`src/rtl/alu_pkg.sv`:
```
// Shared opcode codes and iterative-unit state encoding for the EX-stage ALU.
package alu_pkg;

   localparam logic [3:0] OP_AND   = 4'b0000;
   localparam logic [3:0] OP_OR    = 4'b0001;
   localparam logic [3:0] OP_ADD   = 4'b0010;
   localparam logic [3:0] OP_SLTU  = 4'b0011;
   localparam logic [3:0] OP_XOR   = 4'b0100;
   localparam logic [3:0] OP_NOR   = 4'b0101;
   localparam logic [3:0] OP_SUB   = 4'b0110;
   localparam logic [3:0] OP_SLT   = 4'b0111;
   localparam logic [3:0] OP_MULTU = 4'b1000;
   localparam logic [3:0] OP_DIVU  = 4'b1001;
   localparam logic [3:0] OP_MFHI  = 4'b1010;
   localparam logic [3:0] OP_MFLO  = 4'b1011;

   typedef enum logic [1:0] {
      ST_IDLE = 2'd0,
      ST_MUL  = 2'd1,
      ST_DIV  = 2'd2,
      ST_DONE = 2'd3
   } md_state_e;

   function automatic logic is_iter_op(input logic [3:0] op);
      return (op == OP_MULTU) || (op == OP_DIVU);
   endfunction

endpackage

```
`src/rtl/muldiv_iter.sv`:
```
// Iterative unsigned multiplier (shift-add) and restoring divider; one bit per cycle,
// results land in HI/LO only on the final iteration.
module muldiv_iter
   import alu_pkg::*;
#(
   parameter int unsigned WIDTH = 32
) (
   input  logic             clk,
   input  logic             rst,
   input  logic             start,
   input  logic             is_div,
   input  logic [WIDTH-1:0] a,
   input  logic [WIDTH-1:0] b,
   output logic             done,
   output logic             busy,
   output logic [WIDTH-1:0] hi,
   output logic [WIDTH-1:0] lo,
   output logic             dz
);

   localparam int unsigned CNT_W = $clog2(WIDTH) + 1;

   md_state_e          state_q, state_d;
   logic [CNT_W-1:0]   cnt_q, cnt_d;
   logic [2*WIDTH-1:0] acc_q, acc_d;
   logic [WIDTH-1:0]   b_q, b_d;
   logic [WIDTH-1:0]   hi_q, hi_d;
   logic [WIDTH-1:0]   lo_q, lo_d;
   logic               dz_q, dz_d;

   logic [WIDTH:0]     mul_sum;
   logic [WIDTH:0]     rem_sh;
   logic [WIDTH-1:0]   rem_sub;
   logic               rem_fits;
   logic [2*WIDTH-1:0] step;

   always_comb begin
      mul_sum  = {1'b0, acc_q[2*WIDTH-1:WIDTH]} + (acc_q[0] ? {1'b0, b_q} : '0);
      rem_sh   = acc_q[2*WIDTH-1:WIDTH-1];
      rem_fits = (rem_sh >= {1'b0, b_q});
      // When the shifted remainder fits, the true difference is < b, so the low bits suffice.
      rem_sub  = rem_sh[WIDTH-1:0] - b_q;

      state_d = state_q;
      cnt_d   = cnt_q;
      acc_d   = acc_q;
      b_d     = b_q;
      hi_d    = hi_q;
      lo_d    = lo_q;
      dz_d    = dz_q;
      step    = '0;

      case (state_q)
         ST_IDLE, ST_DONE: begin
            state_d = ST_IDLE;
            if (start) begin
               b_d   = b;
               cnt_d = CNT_W'(WIDTH);
               if (is_div) begin
                  dz_d    = (b == '0);
                  // Divide-by-zero preloads the final {hi, lo} so DIV can finish at once.
                  acc_d   = (b == '0) ? {a, {WIDTH{1'b1}}} : {{WIDTH{1'b0}}, a};
                  state_d = ST_DIV;
               end else begin
                  acc_d   = {{WIDTH{1'b0}}, a};
                  state_d = ST_MUL;
               end
            end
         end
         ST_MUL: begin
            step  = {mul_sum, acc_q[WIDTH-1:1]};
            acc_d = step;
            cnt_d = cnt_q - 1'b1;
            if (cnt_q == CNT_W'(1)) begin
               hi_d    = step[2*WIDTH-1:WIDTH];
               lo_d    = step[WIDTH-1:0];
               state_d = ST_DONE;
            end
         end
         ST_DIV: begin
            if (dz_q) begin
               hi_d    = acc_q[2*WIDTH-1:WIDTH];
               lo_d    = acc_q[WIDTH-1:0];
               state_d = ST_DONE;
            end else begin
               step  = rem_fits ? {rem_sub, acc_q[WIDTH-2:0], 1'b1}
                                : {acc_q[2*WIDTH-2:0], 1'b0};
               acc_d = step;
               cnt_d = cnt_q - 1'b1;
               if (cnt_q == CNT_W'(1)) begin
                  hi_d    = step[2*WIDTH-1:WIDTH];
                  lo_d    = step[WIDTH-1:0];
                  state_d = ST_DONE;
               end
            end
         end
         default: state_d = ST_IDLE;
      endcase
   end

   always_ff @(posedge clk or posedge rst) begin
      if (rst) begin
         state_q <= ST_IDLE;
         cnt_q   <= '0;
         acc_q   <= '0;
         b_q     <= '0;
         hi_q    <= '0;
         lo_q    <= '0;
         dz_q    <= 1'b0;
      end else begin
         state_q <= state_d;
         cnt_q   <= cnt_d;
         acc_q   <= acc_d;
         b_q     <= b_d;
         hi_q    <= hi_d;
         lo_q    <= lo_d;
         dz_q    <= dz_d;
      end
   end

   assign done = (state_q == ST_DONE);
   assign busy = (state_q == ST_MUL) || (state_q == ST_DIV);
   assign hi   = hi_q;
   assign lo   = lo_q;
   assign dz   = dz_q;

endmodule

```
`src/rtl/alu_muldiv_seq.sv`:
```
// EX-stage ALU: registered single-cycle ops plus an iterative MULTU/DIVU unit
// behind a valid/ready handshake.
module alu_muldiv_seq
   import alu_pkg::*;
#(
   parameter int unsigned WIDTH = 32,
   parameter int unsigned OP_W  = 4
) (
   input  logic             clk,
   input  logic             rst,
   input  logic             in_valid,
   output logic             in_ready,
   input  logic [OP_W-1:0]  Signal,
   input  logic [WIDTH-1:0] dataA,
   input  logic [WIDTH-1:0] dataB,
   output logic             out_valid,
   output logic [WIDTH-1:0] dataOut,
   output logic             zero,
   output logic [WIDTH-1:0] hi,
   output logic [WIDTH-1:0] lo,
   output logic             div_by_zero
);

   logic             accept, start;
   logic             md_done, md_busy, md_dz;
   logic [WIDTH-1:0] md_hi, md_lo;
   logic [WIDTH-1:0] res;

   logic             out_valid_q, out_valid_d;
   logic             zero_q, zero_d;
   logic [WIDTH-1:0] data_q, data_d;

   assign in_ready = !md_busy;
   assign accept   = in_valid && in_ready;
   assign start    = accept && is_iter_op(Signal);

   always_comb begin
      res = '0;
      case (Signal)
         OP_AND:  res = dataA & dataB;
         OP_OR:   res = dataA | dataB;
         OP_ADD:  res = dataA + dataB;
         OP_SUB:  res = dataA - dataB;
         OP_SLT:  res = {{(WIDTH-1){1'b0}}, ($signed(dataA) < $signed(dataB))};
         OP_SLTU: res = {{(WIDTH-1){1'b0}}, (dataA < dataB)};
         OP_XOR:  res = dataA ^ dataB;
         OP_NOR:  res = ~(dataA | dataB);
         OP_MFHI: res = md_hi;
         OP_MFLO: res = md_lo;
         default: res = '0;
      endcase
   end

   always_comb begin
      out_valid_d = 1'b0;
      data_d      = data_q;
      zero_d      = zero_q;
      if (md_done) begin
         data_d = md_lo;
         zero_d = (md_lo == '0);
      end
      if (accept && !is_iter_op(Signal)) begin
         out_valid_d = 1'b1;
         data_d      = res;
         zero_d      = (res == '0);
      end
   end

   always_ff @(posedge clk or posedge rst) begin
      if (rst) begin
         out_valid_q <= 1'b0;
         data_q      <= '0;
         zero_q      <= 1'b0;
      end else begin
         out_valid_q <= out_valid_d;
         data_q      <= data_d;
         zero_q      <= zero_d;
      end
   end

   muldiv_iter #(
      .WIDTH (WIDTH)
   ) u_iter (
      .clk    (clk),
      .rst    (rst),
      .start  (start),
      .is_div (Signal == OP_DIVU),
      .a      (dataA),
      .b      (dataB),
      .done   (md_done),
      .busy   (md_busy),
      .hi     (md_hi),
      .lo     (md_lo),
      .dz     (md_dz)
   );

   // During DONE the fresh LO is shown directly; the output register captures it for holding.
   assign out_valid   = out_valid_q | md_done;
   assign dataOut     = md_done ? md_lo : data_q;
   assign zero        = md_done ? (md_lo == '0) : zero_q;
   assign hi          = md_hi;
   assign lo          = md_lo;
   assign div_by_zero = md_dz;

endmodule

```
`config.mk`:
```
export PLATFORM = sky130hd
export DESIGN_NAME = alu_muldiv_seq
export DESIGN_NICKNAME = d
export VERILOG_FILES = /design/src/rtl/alu_pkg.sv /design/src/rtl/muldiv_iter.sv /design/src/rtl/alu_muldiv_seq.sv
export SDC_FILE = /design/constraint.sdc
export NUM_CORES = 1
export LEC_CHECK = 0
export CAP_MARGIN = 20
export CORE_MARGIN = 5
export CORE_UTILIZATION = 48
export DETAILED_ROUTE_END_ITERATION = 16
export GPL_ROUTABILITY_DRIVEN = 1
export PLACE_DENSITY = 0.68
export SLEW_MARGIN = 10
export SYNTH_ARGS = -nofsm -noshare
export SYNTH_HDL_FRONTEND = slang
export SYNTH_SLANG_ARGS = --single-unit
```
`constraint.sdc`:
```
create_clock -name clk -period 8.4 [get_ports clk]
set_input_delay 2.1 -clock clk [delete_from_list [all_inputs] [get_ports clk]]
set_output_delay 2.1 -clock clk [all_outputs]
set_load 0.02 [all_outputs]
```
# Word-level counts from Yosys, hierarchy flattened
# Cells that the tools add are included.
dict set report totals {
  memories 0
  romBits 0
  latchBits 0
  word_cells 89
  ramBits 0
  output_inout_bits 100
  reg_bits 203
}
dict set report op_classes {
  addsub 5
  shifts 0
  mux 29
  n_div 0
  eq_ne 19
  bitwise 5
  n_reduce_logical 18
  magnitude_cmp 3
  n_mul 0
}
# op n
set op_table {}
lappend op_table {{64-bit 2-to-1 mux} 5}
lappend op_table {{32-bit one-hot mux with 10 select lines} 1}
lappend op_table {{32-bit 2-to-1 mux} 9}
lappend op_table {{64-bit one-hot mux with 3 select lines} 1}
lappend op_table {{32-bit one-hot mux with 2 select lines} 2}
lappend op_table {{32-bit logical NOT} 3}
lappend op_table {{32-bit less-than comparator} 2}
lappend op_table {{32-bit subtractor} 2}
lappend op_table {{32-bit by 33-bit adder with 33-bit output} 1}
lappend op_table {{33-bit by 32-bit >= comparator with 1-bit output} 1}
lappend op_table {{32-bit adder} 1}
lappend op_table {{32-bit AND} 1}
lappend op_table {{32-bit NOT} 1}
lappend op_table {{32-bit OR} 1}
lappend op_table {{32-bit XOR} 1}
lappend op_table {{6-bit one-hot mux with 3 select lines} 1}
lappend op_table {{4-bit by 3-bit == test with 1-bit output (second input constant)} 4}
lappend op_table {{4-bit == test (second input constant)} 4}
lappend op_table {{6-bit 2-to-1 mux} 2}
lappend op_table {{4-bit by 2-bit == test with 1-bit output (second input constant)} 2}
lappend op_table {{2-bit 2-to-1 mux} 4}
lappend op_table {{6-bit by 1-bit == test with 1-bit output (second input constant)} 1}
lappend op_table {{2-bit one-hot mux with 3 select lines} 1}
lappend op_table {{3-bit AND reduction} 2}
lappend op_table {{other kinds (17)} 26}

# Longest topological paths before layout
dict set report logic_depth {
  ltp_word 7
  mapped_depth 17
  ltp_nobuf 16
}

# Modules after synthesis
# Synthesis repeated with hierarchy kept, for this count alone.
dict set report unflattened {
  hier_cells 2656
  hier_area_um2 20807.5
}
# module n_inst area_each_um2 cells_per_inst
set modules_own_cells {}
lappend modules_own_cells {muldiv_iter 1 12608.3 1515}
lappend modules_own_cells {alu_muldiv_seq 1 8199.1 1141}

# Worst setup path after synthesis
# OpenSTA, ideal clock, no wires.
dict set report synth_path {
  path_type {input to register}
  start {in dataB[7]}
  end {reg zero_q}
  cell_stages 15
  arrival_ns 5.122
  setup_slack_ns 3.208
  required_time_ns 8.330
  path_buffers 1
  cell_sequence {inv_1 ha_1 buf_6 or4_4 nor2_1 o31ai_1 o211a_4 a211oi_4 o311ai_1 a221oi_2 mux2_2 a22oi_1 nand2b_1 nor3_1 a32o_2}
}
dict set report synth_via {
  elab_chain_cells 5
}
# element line_no
set synth_rtl {}
lappend synth_rtl {{start: declaration} alu_muldiv_seq.sv:15} ;# input logic [WIDTH-1:0] dataB,
lappend synth_rtl {{branches (longest 2 deep; another with 32-bit subtractor)} n/a}
lappend synth_rtl {{32-bit one-hot mux with 10 select lines (*)} alu_muldiv_seq.sv:39} ;# case (Signal)
lappend synth_rtl {{32-bit logical NOT (*)} alu_muldiv_seq.sv:65} ;# zero_d = (res == '0);
lappend synth_rtl {{1-bit 2-to-1 mux (*)} alu_muldiv_seq.sv:62} ;# if (accept && !is_iter_op(Signal)) begin
lappend synth_rtl {{named net zero_d} alu_muldiv_seq.sv:30} ;# logic zero_q, zero_d;
lappend synth_rtl {{end signal: assignment} alu_muldiv_seq.sv:77} ;# zero_q <= zero_d;
lappend synth_rtl {{end: declaration} alu_muldiv_seq.sv:30}
# Mark *: on every way through the listed nets, which the timed path passes.
# A chain may end at the register's enable or synchronous reset.

# Worst setup path in the final report
dict set report layout_path {
  start {in dataA[0]}
  end {reg zero_q}
}
dict set report layout_via {
  elab_chain_cells 5
}
# element line_no
set layout_rtl {}
lappend layout_rtl {{start: declaration} alu_muldiv_seq.sv:14} ;# input logic [WIDTH-1:0] dataA,
lappend layout_rtl {{branches (longest 2 deep; another with 32-bit subtractor)} n/a}
lappend layout_rtl {{32-bit one-hot mux with 10 select lines (*)} alu_muldiv_seq.sv:39}
lappend layout_rtl {{32-bit logical NOT (*)} alu_muldiv_seq.sv:65}
lappend layout_rtl {{1-bit 2-to-1 mux (*)} alu_muldiv_seq.sv:62}
lappend layout_rtl {{named net zero_d} alu_muldiv_seq.sv:30}
# Marked as above.

==> flow_summary.yaml <==
clock_network:
  cts_num_sinks: 203
  htree_levels: 1
  cts_setup_buffers: 0
  hold_buffers: 0
  cts_buffers: 26
  clk_pin_slew_worst_paths_ps: 60
  clk_path_buf_depth: 3
  cts_tree: "built"
  insertion_delay_ps: 570
  cts_resized: 0
  ctsRootBufferMaster: "clkbuf_16"
power:
  swShare_pct: 44.6
  power_leakage_uw: 0.0101
  p_int_uw: 2800
  p_comb_share_pct: 43.2
  powerDensity_mw_per_mm2: 219
  power_frac_clock_pct: 23.9
  seqPwrFrac_pct: 33.0
  switchingPower_uw: 2260
  peakVddDrop_v: 0.000201
run:
  drv.max_cap_violation_count: 0
die:
  die_x_um: 215
  initial_core_util_pct: 48.3
  die_area_mm2: 0.0461
  placementRows: 75
  core_area_mm2: 0.0417
  die_h_um: 215
  io_pins: 171
logic_synthesis:
  yosys-top-cells-area: "dfrtp_1, ha_1, a21oi_1"
  synth_top_area_share_pct: 25.3
  ys_seq_elements: 203
  yosys-top-cells-count: "nor2_1, a21oi_1, nand2_1, o21ai_0, dfrtp_1"
  synth_cell_types: 89
  yosys.area_share.simple_pct: 18.5
  postSynthNetCount: 2837
  synth_top_family_by_area: "compound AO/OA/AOI/OAI gates"
  synth_most_common_cell: "nor2_1"
  synth_top_flop_cell: "dfrtp_1"
  yosysSeqAreaShare_pct: 25.3
  synth_fa_ha_area_share_pct: 10.9
  synth-async-reset-ratio_pct: 100
  synthesis.area_mm2: 0.0201
  ys_warn_count: 0
  synth_edf_count: 0
  syn_avg_cell_area_um2: 7.75
  synth_compound_area_share_pct: 29.9
  synthCells: 2594
  synth-xor-area-share_pct: 3.09
  synth_largest_area_cell: "dfrtp_1"
  synthMuxAreaShare_pct: 5.89
global_routing:
  gr-total-overflow: 0
  grt_first_pass_wirelength_um: 137000
  grt_usage_pct: 38.4
  grt_max_degree: 73
  grt_pass1_vias: 21200
  antenna_found_initial: 2
sta:
  final.setup.worst_slack_ps: 1940
  setup_violations: 0
  finalCritPeriodShare_pct: 76.9
  fin_worst_skew_ps: 16.7
  tns_ps: 0
  fin_crit_ps: 6460
  rsz0062_at_grt: "false"
  worst-slew-pin-transition_ps: 1280
  max_freq_ghz: 0.155
  slew_viol_final: 0
  final-hold-violation-count: 0
  maxSlewHeadroom_pct: 13.8
setup_path:
  cp_max_fo: 6
  crit_family: "simple AND/OR/NAND/NOR gates"
  reg2regPathDepth: 15
  startpoint: "dataA[0]"
  worst_setup_path_end_kind: "flop"
  cp.buffers_inverters: 1
  r2r_setup_slack_ps: 3060
  r2r_start: "u_iter.acc_q[0]$_DFFE_PP0P_"
  crit_required_ps: 8900
  slowest_delay_ps: 620
  critPathArrivalTime_ps: 6960
  cp-start-kind: "input pin"
  cp_slowest_cell: "o31ai_2"
  crit_top_cell: "nand4_1"
  cp_cell_sequence: "clkdlybuf4s50_1 > ha_1 > fa_1 > a21o_1 > and4_1 > o31ai_2 > o311ai_0 > nand3_1 > a2bb2oi_1 > nor4bb_1 > nand4_1 > nor4_1 > nand4_1 > nor3_1 > a32o_2"
  cp.depth: 15
  path_class: "in2reg"
routing:
  wire_per_inst_um: 28.8
  drt_wl_total_um: 92500
  drtPass1Iterations: 9
  num_vias: 22100
  drtIter0Drc: 2527
  drcViolationCount: 0
  ant_nets: 0
  viasPerCell: 6.86
worst_hold_path:
  hold_depth: 2
  min_path_type: "reg2reg"
  hold_start: "u_iter.b_q[5]$_DFFE_PP0P_"
layout:
  syn_to_final_growth_pct: 14.8
  fin_nets: 2896
  fillers: 3954
  layout-drive-gt1-share_pct: 6.43
  stdcell_count: 3214
place:
  pre_cts_slack_ps: 1560
  portBuffers: 170
  globalplace.congestion: 1.02
  hpwl_um: 69900
  post-place-cells: 3162
status:
  status: "complete, no violations"
==> worst reg2reg max path, cell delays in order, from the launching register on <==
cell,delay (ps)
dfrtp_1,360
buf_4,240
and2_1,210
ha_1,230
fa_1,470
a21oi_1,220
o21ai_0,180
a2111oi_0,610
o21ai_0,290
a221oi_1,790
o211ai_1,260
a21oi_1,330
a21oi_1,180
o221a_2,310
a221oi_1,410
o21ai_0,130
==> path summary, 6_finish.rpt <==
path,end
max in group asynchronous,u_iter.acc_q[4]$_DFFE_PP0P_
worst max-delay path,zero_q$_DFF_PP0_
worst max register to register,u_iter.acc_q[63]$_DFFE_PP0P_
worst min register to register,u_iter.b_q[5]$_DFFE_PP0P_
worst min-delay path,u_iter.b_q[5]$_DFFE_PP0P_
min in group asynchronous,data_q[28]$_DFF_PP0_
==> logic make-up after synthesis <==
family | Yosys count
AOI/OAI and AO/OA | 906
muxes | 112
and+or+nand+nor | 790
adders and majority gates | 172
buffers and inverters | 340
DFF | 203
xor gates and xnor gates | 71
==> cell usage in the layout (no fill, tap or decap), types with 18 or more instances in the layout <==
master           netlist  layout
inv_1                158     157
nor2_1               254     253
a21o_1                47      47
clkbuf_16              0      27
ha_1                 168     167
nor4_1                26      25
and2_1                49      49
o221ai_1              29      29
nand2b_1              18      18
a31oi_1               47      47
xor2_1                27      27
a211oi_1              27      27
nand3_1               42      42
clkdlybuf4s50_1        0     169
mux2i_1               65      65
buf_4                  4      39
o31ai_1               18      18
a221o_1               45      45
and3_1                25      25
xnor2_1               44      44
a22oi_1               37      37
nand2_1              219     217
dfrtp_1              203     202
o211ai_1              27      27
a21oi_1              238     238
mux2_2                44      44
nor3_1                56      55
a221oi_1              30      30
nand4_1               28      28
o21ai_0              212     212
==> power by group through the flow <==
stage,Combinational [uW],Clock [uW],Sequential (uW)
floorplan,1260,0,1550
global placement,2110,0,1660
detailed placement,2140,0,1660
CTS,2150,1220,1650
global route,2360,1260,1670
finish,2180,1210,1670
==> layout make-up <==
class	instances	area, um2	area share (%)
multi-input cells	2051	13800	59.7
flip-flops and latches	203	5080	22.0
repair buffers	210	2020	8.74
clock buffers	35	766	3.32
well taps	539	674	2.92
inverters	161	612	2.65
clock inverters	13	136	0.591
diodes	2	5.00	0.0217
==> state kept, by name (all words and copies together), names as in the netlist <==
name and cells:
data_q 32, out_valid_q 1, u_iter.acc_q 64, u_iter.b_q 32
u_iter.cnt_q 6, u_iter.dz 1, u_iter.hi 32, u_iter.lo 32
u_iter.state_q 2, zero_q 1
==> layer usage <==
layer	vias up	global-route usage, %	routed length [um]
li1	9651	-	-
met1	10700	49.5	36400
met2	1338	59.1	40300
met3	348	7.89	8310
met4	2	24.1	7440
met5	-	0	13
==> stage by stage <==
stage          cell area (um2)  util (%)  power, uW  hold WS (ps)
2_1_floorplan            20100         -       2810           464
3_3_place_gp             22100      53.2       3770           496
3_5_place_dp             22100      53.2       3800           511
4_1_cts                  23000      55.3       5020           524
5_1_grt                  23100      55.4       5300           557
6_report                 23100      55.4       5060           519
(Power assumes the default switching activity.)
